$ cat src/rtl/bloom_ctrl_pkg.sv
// bloom_ctrl_pkg
//   Shared types and constants for the Bloom filter request sequencer:
//   operation encoding carried on req_op, controller state encoding, the
//   default filter address width, and a small op classification helper.
//   Imported by bloom_rr_arb and bloom_filter_ctrl.
package bloom_ctrl_pkg;

  localparam int ADDR_W_DEFAULT = 57;

  // Operation codes as they appear on each requester's 2-bit req_op slice.
  typedef enum logic [1:0] {
    OP_PROBE  = 2'b00,
    OP_INSERT = 2'b01,
    OP_DELETE = 2'b10,
    OP_RSVD   = 2'b11
  } op_e;

  typedef enum logic [2:0] {
    ST_IDLE   = 3'd0,
    ST_WR     = 3'd1,
    ST_SETTLE = 3'd2,
    ST_RD     = 3'd3,
    ST_RESP   = 3'd4
  } state_e;

  // Insert and delete both modify the filter's counters.
  function automatic logic op_is_write(input op_e op);
    return (op == OP_INSERT) || (op == OP_DELETE);
  endfunction

endpackage

$ cat src/rtl/bloom_rr_arb.sv
// bloom_rr_arb
//   Purely combinational round-robin arbiter. Searches the request vector
//   starting at index ptr and wrapping, and grants the first valid request.
//   Ports:
//     valid      in   NREQ           request vector
//     ptr        in   $clog2(NREQ)   index with highest priority (< NREQ)
//     grant      out  NREQ           one-hot grant (all zero when none valid)
//     grant_idx  out  $clog2(NREQ)   binary index of the granted requester
//     grant_any  out  1              at least one request valid
module bloom_rr_arb
  import bloom_ctrl_pkg::*;
#(
  parameter int NREQ = 2
) (
  input  logic [NREQ-1:0]         valid,
  input  logic [$clog2(NREQ)-1:0] ptr,
  output logic [NREQ-1:0]         grant,
  output logic [$clog2(NREQ)-1:0] grant_idx,
  output logic                    grant_any
);

  localparam int IW = $clog2(NREQ);

  // cand_idx[k] is the requester examined at search offset k from ptr.
  logic [IW-1:0]   cand_idx [NREQ];
  logic [NREQ-1:0] cand_valid;

  genvar gi;
  for (gi = 0; gi < NREQ; gi++) begin : g_cand
    logic [IW:0] sum;
    // One extra bit so ptr+offset cannot overflow before the wrap test.
    assign sum           = {1'b0, ptr} + (IW+1)'(gi);
    assign cand_idx[gi]  = (sum >= (IW+1)'(NREQ)) ? IW'(sum - (IW+1)'(NREQ))
                                                  : sum[IW-1:0];
    assign cand_valid[gi] = valid[cand_idx[gi]];
  end

  // Scan from the farthest offset down so the nearest valid one wins.
  always_comb begin
    grant_any = 1'b0;
    grant_idx = '0;
    for (int i = NREQ - 1; i >= 0; i--) begin
      if (cand_valid[i]) begin
        grant_any = 1'b1;
        grant_idx = cand_idx[i];
      end
    end
  end

  for (gi = 0; gi < NREQ; gi++) begin : g_grant
    assign grant[gi] = grant_any && (grant_idx == IW'(gi));
  end

endmodule

$ cat src/rtl/bloom_filter_ctrl.sv
// bloom_filter_ctrl
//   Sequences probe/insert/delete requests from NREQ requesters onto a single
//   counting Bloom filter that has no handshake. One operation in flight:
//   IDLE grants (round-robin), WR pulses the write strobe for one cycle,
//   SETTLE/RD sample the filter result, RESP holds the response until taken.
//   Optional build macro: BLOOM_CTRL_STATS_EN adds four saturating counters.
//   Ports:
//     CLK, rst                clock, synchronous active-high reset
//     req_valid/req_ready     per-requester request handshake (ready one-hot)
//     req_op                  2 bits per requester: probe/insert/delete/rsvd
//     req_addr                ADDR_W bits per requester
//     rsp_valid/rsp_ready     response handshake
//     rsp_id/rsp_hit/rsp_err  answered requester, filter result, reserved-op flag
//     bf_addr/bf_we/bf_inc    filter address, write enable, increment select
//     bf_result               filter result input
//     busy                    controller not in IDLE
//     stat_probe/insert/delete/hit  counters (BLOOM_CTRL_STATS_EN only)
module bloom_filter_ctrl
  import bloom_ctrl_pkg::*;
#(
  parameter int NREQ   = 2,
  parameter int ADDR_W = ADDR_W_DEFAULT,
  parameter int CNT_W  = 32
) (
  input  logic                     CLK,
  input  logic                     rst,
  input  logic [NREQ-1:0]          req_valid,
  output logic [NREQ-1:0]          req_ready,
  input  logic [2*NREQ-1:0]        req_op,
  input  logic [ADDR_W*NREQ-1:0]   req_addr,
  output logic                     rsp_valid,
  input  logic                     rsp_ready,
  output logic [$clog2(NREQ)-1:0]  rsp_id,
  output logic                     rsp_hit,
  output logic                     rsp_err,
  output logic [ADDR_W-1:0]        bf_addr,
  output logic                     bf_we,
  output logic                     bf_inc,
  input  logic                     bf_result,
  output logic                     busy
`ifdef BLOOM_CTRL_STATS_EN
  ,
  output logic [CNT_W-1:0]         stat_probe,
  output logic [CNT_W-1:0]         stat_insert,
  output logic [CNT_W-1:0]         stat_delete,
  output logic [CNT_W-1:0]         stat_hit
`endif
);

  localparam int IW = $clog2(NREQ);

  state_e            state_reg, state_next;
  logic [IW-1:0]     rr_ptr_reg;
  op_e               op_reg;
  logic [ADDR_W-1:0] addr_reg;
  logic [IW-1:0]     id_reg;
  logic              hit_reg;
  logic              err_reg;

  // Per-requester views of the flattened op/address buses.
  logic [1:0]        op_arr   [NREQ];
  logic [ADDR_W-1:0] addr_arr [NREQ];

  genvar gi;
  for (gi = 0; gi < NREQ; gi++) begin : g_unpack
    assign op_arr[gi]   = req_op[2*gi +: 2];
    assign addr_arr[gi] = req_addr[ADDR_W*gi +: ADDR_W];
  end

  logic [NREQ-1:0] arb_grant;
  logic [IW-1:0]   arb_idx;
  logic            arb_any;

  bloom_rr_arb #(
    .NREQ (NREQ)
  ) u_arb (
    .valid     (req_valid),
    .ptr       (rr_ptr_reg),
    .grant     (arb_grant),
    .grant_idx (arb_idx),
    .grant_any (arb_any)
  );

  op_e           sel_op;
  logic          grant_take;
  logic [IW-1:0] ptr_after_grant;

  assign sel_op          = op_e'(op_arr[arb_idx]);
  assign grant_take      = (state_reg == ST_IDLE) && arb_any;
  assign ptr_after_grant = (arb_idx == IW'(NREQ - 1)) ? '0 : arb_idx + IW'(1);

  always_ff @(posedge CLK) begin
    if (rst) begin
      state_reg  <= ST_IDLE;
      rr_ptr_reg <= '0;
      op_reg     <= OP_PROBE;
      addr_reg   <= '0;
      id_reg     <= '0;
      hit_reg    <= 1'b0;
      err_reg    <= 1'b0;
    end else begin
      state_reg <= state_next;
      if (grant_take) begin
        op_reg     <= sel_op;
        addr_reg   <= addr_arr[arb_idx];
        id_reg     <= arb_idx;
        rr_ptr_reg <= ptr_after_grant;
        err_reg    <= (sel_op == OP_RSVD);
        // Reserved ops never sample the filter, so hit must start cleared.
        hit_reg    <= 1'b0;
      end
      if (state_reg == ST_SETTLE || state_reg == ST_RD) begin
        hit_reg <= bf_result;
      end
    end
  end

  always_comb begin
    state_next = state_reg;
    req_ready  = '0;
    rsp_valid  = 1'b0;
    bf_we      = 1'b0;
    bf_inc     = 1'b0;
    busy       = (state_reg != ST_IDLE);
    case (state_reg)
      ST_IDLE: begin
        if (arb_any) begin
          req_ready = arb_grant;
          if (op_is_write(sel_op)) begin
            state_next = ST_WR;
          end else if (sel_op == OP_PROBE) begin
            state_next = ST_RD;
          end else begin
            state_next = ST_RESP;
          end
        end
      end
      ST_WR: begin
        // Decoded from state alone, so a reset in this cycle cannot cancel
        // the write already presented to the filter.
        bf_we      = 1'b1;
        bf_inc     = (op_reg == OP_INSERT);
        state_next = ST_SETTLE;
      end
      ST_SETTLE: state_next = ST_RESP;
      ST_RD:     state_next = ST_RESP;
      ST_RESP: begin
        rsp_valid = 1'b1;
        // Return to IDLE only; the next grant happens one cycle later.
        if (rsp_ready) begin
          state_next = ST_IDLE;
        end
      end
      default: state_next = ST_IDLE;
    endcase
  end

  assign bf_addr = addr_reg;
  assign rsp_id  = id_reg;
  assign rsp_hit = hit_reg;
  assign rsp_err = err_reg;

`ifdef BLOOM_CTRL_STATS_EN
  logic                  rsp_fire;
  logic [3:0]            cnt_inc;
  logic [3:0][CNT_W-1:0] cnt_val;

  assign rsp_fire   = rsp_valid && rsp_ready;
  assign cnt_inc[0] = rsp_fire && (op_reg == OP_PROBE);
  assign cnt_inc[1] = rsp_fire && (op_reg == OP_INSERT);
  assign cnt_inc[2] = rsp_fire && (op_reg == OP_DELETE);
  assign cnt_inc[3] = rsp_fire && (op_reg == OP_PROBE) && hit_reg;

  for (gi = 0; gi < 4; gi++) begin : g_stat
    logic [CNT_W-1:0] cnt_reg;
    always_ff @(posedge CLK) begin
      if (rst) begin
        cnt_reg <= '0;
      end else if (cnt_inc[gi] && (cnt_reg != '1)) begin
        cnt_reg <= cnt_reg + CNT_W'(1);
      end
    end
    assign cnt_val[gi] = cnt_reg;
  end

  assign stat_probe  = cnt_val[0];
  assign stat_insert = cnt_val[1];
  assign stat_delete = cnt_val[2];
  assign stat_hit    = cnt_val[3];
`else
  // Without counters CNT_W only has to be a legal width; nothing is built.
  if (CNT_W < 1) begin : g_cnt_w_invalid
  end
`endif

endmodule
$ cat config.mk
export PLATFORM = sky130hd
export DESIGN_NAME = bloom_filter_ctrl
export DESIGN_NICKNAME = d
export VERILOG_FILES = /design/src/rtl/bloom_ctrl_pkg.sv /design/src/rtl/bloom_rr_arb.sv /design/src/rtl/bloom_filter_ctrl.sv
export SDC_FILE = /design/constraint.sdc
export NUM_CORES = 1
export LEC_CHECK = 0
export ABC_AREA = 0
export BUFFER_PORTS_ARGS = -buffer_cell sky130_fd_sc_hd__buf_2
export CORE_ASPECT_RATIO = 1.75
export CORE_MARGIN = 4
export CORE_UTILIZATION = 41
export CTS_BUF_LIST = sky130_fd_sc_hd__clkbuf_16
export CTS_CLUSTER_SIZE = 30
export DETAILED_ROUTE_END_ITERATION = 16
export PLACE_DENSITY_LB_ADDON = 0.12
export SLEW_MARGIN = 20
export SYNTH_ARGS = -nofsm -noshare
export SYNTH_HDL_FRONTEND = slang
export SYNTH_SLANG_ARGS = --single-unit
$ cat constraint.sdc
create_clock -name CLK -period 1.83 [get_ports CLK]
set_input_delay 0.366 -clock CLK [delete_from_list [all_inputs] [get_ports CLK]]
set_output_delay 0.366 -clock CLK [all_outputs]
set_load 0.005 [all_outputs]
==> run summary, run 1 <==
The area share of fa/ha/maj cells after synthesis was 0%. Post-synthesis net count: 444. Summing the areas of all compound-gate instances in the mapped netlist gives 27.1% of the synthesized area. CTS saw 66 sinks. The net count of the finished layout is 629. The number of clock buffers added by TritonCTS is 9.

The tools report the total overflow reported by the global router as 0. The smallest clock period supported by the final layout is computed as 1.77 ns. The number of antenna violations at the first check in global routing was 0. The design draws 4.56 mW.

The tools report the source of the worst register-to-register timing path as state_reg[0]. The cell depth of the worst flop-to-flop path came out at 6. The startpoint class of the critical path was a flop. The run gives 0 as the total count of max-transition violations in the final report. Clock latency on the worst-skew pair, taken at its later pin, is 0.32 ns.

The worst-case IR drop observed on VDD is 0.752 mV. Static timing analysis puts the maximum clock frequency at 567 MHz. The die is 70.5 um wide. The critical path starts at state_reg[0].

The tools report the worst flop-to-flop path endpoint as bf_addr[3]. The logs give 0.00826 sq mm for the area of the die and 0 for the number of max-cap violations. The category of the most critical setup path was reg2out.

The path class of the tightest hold or removal check is in2reg. The run gives 0.00202 ns as the worst clock skew on the final layout. Port buffering added 189 buffers. Placer's final routability congestion estimate: 0.759.

Setup repair after global routing left no endpoint under its margin. The tools report the buffer cell driving the clock tree root as sky130_fd_sc_hd__clkbuf_16. The pre-antenna-repair detailed-routing pass consisted of 4 iterations.

In this run the standard cell core region covers 0.00659 sq mm. The commonest non-fill, non-tap cell in the layout was sky130_fd_sc_hd__buf_2. In this run the power density over the cells is 1110 mW/mm^2. The longest clock path from root to sink contains 2 buffers.

Measured along the y axis, the die boundary spans 117 um. Across the whole layout, storage elements account for 0.00132 sq mm. TritonCTS built the clock tree. The met3 routed wirelength was 853 um. The logs give 0 for the final count of hold timing violations and 21.6% for the total routing usage reported by global routing.

The count of cells in the finished layout, fillers not included, comes to 589. The register with the most flip-flops in the layout has 57 of them. The worst path required time came out at 1.46 ns. The basic-gate share of the synthesized area counting and, or, nand and nor cells is 19.4%. After clock tree synthesis, the clock-pin slew on the worst setup and hold paths is 0.05 ns. Setup violations remaining at the end of the flow were counted as 0. The first-pass GRT wire length is 14400 um.

The depth of the worst hold-timing path came out at 2. The startpoint identified for the worst hold timing path is req_addr[106]. The register-to-register path setup slack was 0.29 ns; the share of post-route cells with drive strength above 1 was 43.6%. The highest metal layer carrying signal wires in the routed design is met4.

Synthesis-stage register bit count: 66. Sum of net half-perimeters after detailed placement: 6420 um. After synthesis, the share of cell area in mux cells is 0.760%. The synthesis-to-finish area growth is 46.5%. After layout, the worst path uses 96.5% of the clock period. The detailed-routed wire length on met2 came out at 4420 um. Pin placement for this block handled 190 I/O pins.

The post-synthesis cell type count is 30. For the worst setup path, the data arrival time is 1.40 ns. The total DRC errors in the routed layout was 0.

The floorplan row count is 39. The DRC violation total after the first TritonRoute iteration is 103. Fill cells in the final layout number 620. Setup TNS: 0 ns. The mapped netlist covers 0.00280 sq mm.

In the layout the commonest cells are 189 x sky130_fd_sc_hd__buf_2, 64 x sky130_fd_sc_hd__dfxtp_1, 40 x sky130_fd_sc_hd__nor2_1, 39 x sky130_fd_sc_hd__a21oi_1, 39 x sky130_fd_sc_hd__nand2_1. After synthesis, the largest family of logic cells by area is compound AO/OA/AOI/OAI gates. The diode insertion count for antenna repair is 0. Kind of end point of the critical path: a primary output.

The normalized max-slew margin came out at 71.0%. The run gives 320 as the number of standard cells after synthesis. The logs give 42.5% for the initial cell density of the core and 0 for the warning count from the yosys run. Summed over all layers, the routed wires come to 8770 um. At the pin with the least slew margin, the transition time is 0.434 ns.

The via density per instance was 5.19. The mean post-synth cell area works out to 8.75 sq um. For hold timing, the worst endpoint is bf_addr[49]. The run gives 3290 um as the wire length on met1. Summing the sequential cell areas from Yosys gives 47.2% of the chip area.

The xor-xnor portion of the synthesized cell area is 0%. In this run the worst path has a maximum fanout of 3. The run gives 2.07 nW as the static leakage power. The run finished with clean final reports. The count of antenna-violating nets left after detailed routing was 0. The detailed-route wire length per cell is 14.9 um. The run gives 42 as the largest net degree at the start of global routing. The area of the multi-input gates was 0.00133 sq mm; the deepest level of the CTS H-tree was 3. The number of global-route vias before repair came out at 3052. The logs give 574 for the number of instances in the placed design and 3056 for the number of vias in the routed layout.
## layout make-up
cell class / instances / area share [%]
Inverter: 4 / 0.366
Tap cell: 82 / 2.50
Clock inverter: 4 / 0.366
Multi-Input combinational cell: 223 / 32.5
Sequential cell: 66 / 32.3
Timing Repair Buffer: 201 / 26.5
Clock buffer: 9 / 5.49
## cell usage after synthesis, drive strengths merged
| cell type | count | area, sq um |
|---|---|---|
| dfxtp | 66 | 1320 |
| nor2 | 40 | 150 |
| a21oi | 39 | 195 |
| nand2 | 39 | 146 |
| a211oi | 37 | 283 |
| and2 | 25 | 156 |
| a221o | 24 | 240 |
| buf | 17 | 103 |
| clkbuf | 10 | 37.5 |
| inv | 4 | 15.0 |
| nor2b | 3 | 18.8 |
| nor3 | 2 | 26.3 |
| nor3b | 2 | 15.0 |
| o22ai | 2 | 12.5 |
| a22oi | 1 | 7.51 |
| a311oi | 1 | 8.76 |
| mux2 | 1 | 11.3 |
| mux2i | 1 | 10.0 |
| nand2b | 1 | 6.26 |
| nand3b | 1 | 7.51 |
| o21a | 1 | 7.51 |
| o21ai | 1 | 5.00 |
| or2 | 1 | 6.26 |
| or3b | 1 | 8.76 |
## what timing repair did
action,in CTS,in global routing
pin swaps,0,1
gates resized for setup,3,1
hold buffers,0,0
setup endpoints to repair,1,2
cloned,0,0
buffers inserted,0,2
## worst max-delay path by stage
stage	end	depth (start not counted)	slack (ns)
detailed placement	bf_addr[3]	6	0.21
global route	req_ready[0]	4	0.01
global placement	state_reg[1]	6	0.23
CTS	bf_inc	3	0.01
floorplan	req_ready[1]	5	0.27
finish	bf_inc	3	0.06
## cell families after synthesis
logic type	Yosys count
AOI/OAI and AO/OA	106
DFF	66
buffers and inverters	31
and+or+nand+nor	115
muxes	2
## routing by layer
metal	track usage (%)	vias to the layer above
met1	23.7	1396
met3	9.08	12
met4	7.55	0
li1	-	1512
met2	36.8	136
met5	0	-
## through the flow
stage	setup WS, ns	hold slack (ns)	util (%)	cell area (sq um)
floorplan	0.269	0.473	-	2800
global placement	0.226	0.471	58.2	3840
detailed placement	0.208	0.485	58.2	3840
CTS	0.0114	0.249	62.0	4080
global route	0.0112	0.246	62.3	4100
finish	0.0649	0.263	62.3	4100
## worst max-delay path: stages (launching register included)
cell and delay [ns]:
sky130_fd_sc_hd__dfxtp_2 0.35, sky130_fd_sc_hd__or3b_4 0.41, sky130_fd_sc_hd__nor3b_2 0.18, sky130_fd_sc_hd__buf_2 0.13
## power breakdown
part | switching (mW) | internal [mW] | leakage [nW]
sequential | 0.134 | 1.70 | 0.547
combinational | 0.665 | 0.641 | 1.40
clock | 0.542 | 0.870 | 0.125
No activity file was read; power rests on OpenSTA's default activity.
==> run 2: changes to the inputs <==
--- a/config.mk
+++ b/config.mk
@@ -9,7 +9,7 @@
 export BUFFER_PORTS_ARGS = -buffer_cell sky130_fd_sc_hd__buf_2
 export CORE_ASPECT_RATIO = 1.75
 export CORE_MARGIN = 4
-export CORE_UTILIZATION = 41
+export CORE_UTILIZATION = 37
 export CTS_BUF_LIST = sky130_fd_sc_hd__clkbuf_16
 export CTS_CLUSTER_SIZE = 30
 export DETAILED_ROUTE_END_ITERATION = 16
==> constraint.sdc (replaced) <==
create_clock -name CLK -period 1.6 [get_ports CLK]
set_input_delay 0.32 -clock CLK [delete_from_list [all_inputs] [get_ports CLK]]
set_output_delay 0.32 -clock CLK [all_outputs]
set_load 0.005 [all_outputs]
==> run summary, run 2 (synthesized netlist as in run 1, its figures left out) <==
The flow ran to the end, but the final reports show violations. The checks that failed: setup timing. The tools report the source of the worst register-to-register timing path as state_reg[0]. The worst pin sits at a relative slew slack of 71.0%.

Summed over all nets, the switching power comes to 1.63 mW. The initialized floorplan defines 41 standard-cell rows. After detailed routing, the average wire length per cell comes to 15.2 um.

Top routing layer in use: met4. Of the total power, combinational logic draws 30.0%. For this design the ratio of total power to cell area is 1310 mW/mm^2. Entering global routing, the biggest net connects 42 pins. The hold-critical path endpoint was bf_addr[0]. Counting every sink on the clock net gives 66. Per report_power, the sequential group accounts for 37.4% of the total. The first global-routing pass estimated 13800 um of wire. After detailed routing, the met2 layer carries 4730 um of wire.

The number of flip-flops under the largest register name is 57. The run gives 0 as the total count of max-transition violations in the final report. Clock tree synthesis selected as its root buffer the cell sky130_fd_sc_hd__clkbuf_16.

Setup violations remaining at the end of the flow were counted as 2. Leaving out fill and tap cells, the most frequent cells in the layout are 191 x sky130_fd_sc_hd__buf_2, 63 x sky130_fd_sc_hd__dfxtp_1, 40 x sky130_fd_sc_hd__nor2_1, 38 x sky130_fd_sc_hd__nand2_1, 38 x sky130_fd_sc_hd__a21oi_1. Once detail routing completed, the nets flagged for antenna violations numbered 0. The cell depth of the worst flop-to-flop path is 6, and the clock group share of total power is 32.5%. The transition at the pin with the smallest max-transition slack works out to 0.435 ns. The startpoint of the most critical hold path was req_addr[0]. Summed over all layers, the global routing overflow is 0. In this run the vertical extent of the chip is 123 um.

Data on the critical path is required at its endpoint by 1.28 ns. Along the worst path, the maximum fanout reaches 3. The library cell used most frequently in the layout, excluding fill and tap cells, is sky130_fd_sc_hd__buf_2. The tools report the later-pin clock latency in the skew report as 0.32 ns. Setup repair after global routing could not meet its margin everywhere. In the final timing run, aggregate negative setup slack is -0.192 ns. The number of global-route vias before repair is 3038, and the number of max-cap violations is 0.

The worst setup path is of the reg2out kind. The region available for standard cell placement spans 0.00728 sq mm. TritonCTS built the clock tree. The via density per instance works out to 5.11. The HPWL after detailed placement is 6390 um.

Cell internal power was estimated by the tool at 3.97 mW. The number of clock buffers added by TritonCTS is 9. The detailed router finished its first iteration with 88 violations. The routed layout has 3099 vias.

After routing the design area is 0.00429 sq mm. In the final design database the tool counted 640 nets. The largest stage delay on the critical path is 0.39 ns, and the diode insertion count for antenna repair is 0.

Worst hold-check path type: in2reg. The tools report the startpoint class of the critical path as a flop. At the end of routability-driven placement, the weighted congestion stood at 0.794. Counting instances, the worst hold path has a depth of 2. The H-tree was split into 3 levels. The logs give 4 for the detailed-routing iteration count for the pre-antenna-repair pass and 0 for the total DRC errors in the routed layout. Global routing used 19.4% of the available tracks. After detailed routing, the total wire length is 9200 um. Wire length on met1: 3510 um. Slowest stage cell on the critical path: sky130_fd_sc_hd__or3b_4. Pin placement for this block handled 190 I/O pins. The share of post-route cells with drive strength above 1 was 46.0%. Across all register-to-register paths, the minimum setup slack is 0.09 ns. After clock tree synthesis, the clock-pin slew on the worst setup and hold paths is 0.05 ns. Kind of end point of the critical path: a primary output. The static leakage power came out at 2.17 nW. The number of hold buffers added after CTS was 0.

The worst register-to-register path ends at bf_addr[53]. Part of the cycle the worst path needs: 106%. Buffers placed on the I/O ports in this run total 189.

The synthesis-to-finish area growth is 53.2%. The tools report the worst path arrival time as 1.38 ns. The final worst slack is -0.102 ns.

The initial cell density of the core was 38.4%; the number of antenna violations at the first check in global routing was 0. The final critical path time including I/O delays and setup is 1.70 ns. Counting along the longest clock path gives a buffer depth of 2. Walking the worst path, the cells encountered are or3b_4 > nor3b_2 > buf_2. Across the VDD grid, the largest voltage drop is 0.670 mV.

The floorplan die width is 73.7 um, and the fraction of power spent switching nets is 29.1%. After detailed placement, the total cell area comes to 0.00387 sq mm. Static timing analysis puts the maximum clock frequency at 587 MHz.

The clock arrives with 0.00507 ns of skew. For the met3 routed wirelength, the log shows 777 um. The logs give 0 for the final count of hold timing violations and 0.00907 sq mm for the area of the die.
## run 2: metal layers
| metal | up-vias | global-route usage (%) |
|---|---|---|
| li1 | 1540 | - |
| met2 | 132 | 33.1 |
| met4 | 0 | 7.48 |
| met5 | - | 0 |
| met1 | 1415 | 22.1 |
| met3 | 12 | 5.94 |
## run 2: through the flow
stage	power, mW	hold slack [ns]	utilization [%]	setup slack [ns]	instances
6_report	5.60	0.219	58.9	-0.102	606
5_1_grt	5.98	0.203	58.9	-0.182	606
2_1_floorplan	2.93	0.436	-	0.124	320
3_5_place_dp	3.64	0.491	53.2	0.0240	584
3_3_place_gp	3.61	0.466	53.2	0.0122	584
4_1_cts	5.54	0.205	57.5	-0.121	602
## run 2: worst max-delay path by stage
stage                             from          to  slack (ns)  cells past startpoint
after CTS                 state_reg[0]      bf_inc       -0.12                      3
final                     state_reg[0]      bf_inc       -0.10                      3
after global placement    state_reg[0]      bf_inc        0.01                      3
after global routing      state_reg[0]      bf_inc       -0.18                      3
after detailed placement  state_reg[2]   op_reg[1]        0.02                      5
after floorplan           state_reg[2]  bf_addr[0]        0.12                      7
## run 2: layout make-up
| cell class | count | area [sq um] |
|---|---|---|
| Fill cell | 688 | 3000 |
| Multi-Input combinational cell | 223 | 1360 |
| Sequential cell | 66 | 1330 |
| Timing Repair Buffer | 212 | 1210 |
| Clock buffer | 9 | 225 |
| Tap cell | 86 | 108 |
| Clock inverter | 6 | 51.3 |
| Inverter | 4 | 15.0 |
## run 2: critical path: cells and delay by family, from the launching register on
| kind | cells | cell delay (ns) |
|---|---|---|
| buf+inv | 1 | 0.14 |
| simple gates | 2 | 0.57 |
| flops | 1 | 0.36 |
## run 2: timing repair
item                       in CTS  in global routing
setup buffers                   3                  1
gates cloned                    0                  4
pin swaps                       3                  0
gates resized for setup         5                 12
setup endpoints to repair       5                 43
## run 2: power groups by stage
stage          Sequential [mW]  Clock [mW]  Combinational, mW
6_report                  2.10        1.82               1.68
5_1_grt                   2.13        1.96               1.88
4_1_cts                   2.10        1.88               1.57
3_5_place_dp              2.12           0               1.52
3_3_place_gp              2.12           0               1.49
2_1_floorplan             2.15           0              0.786
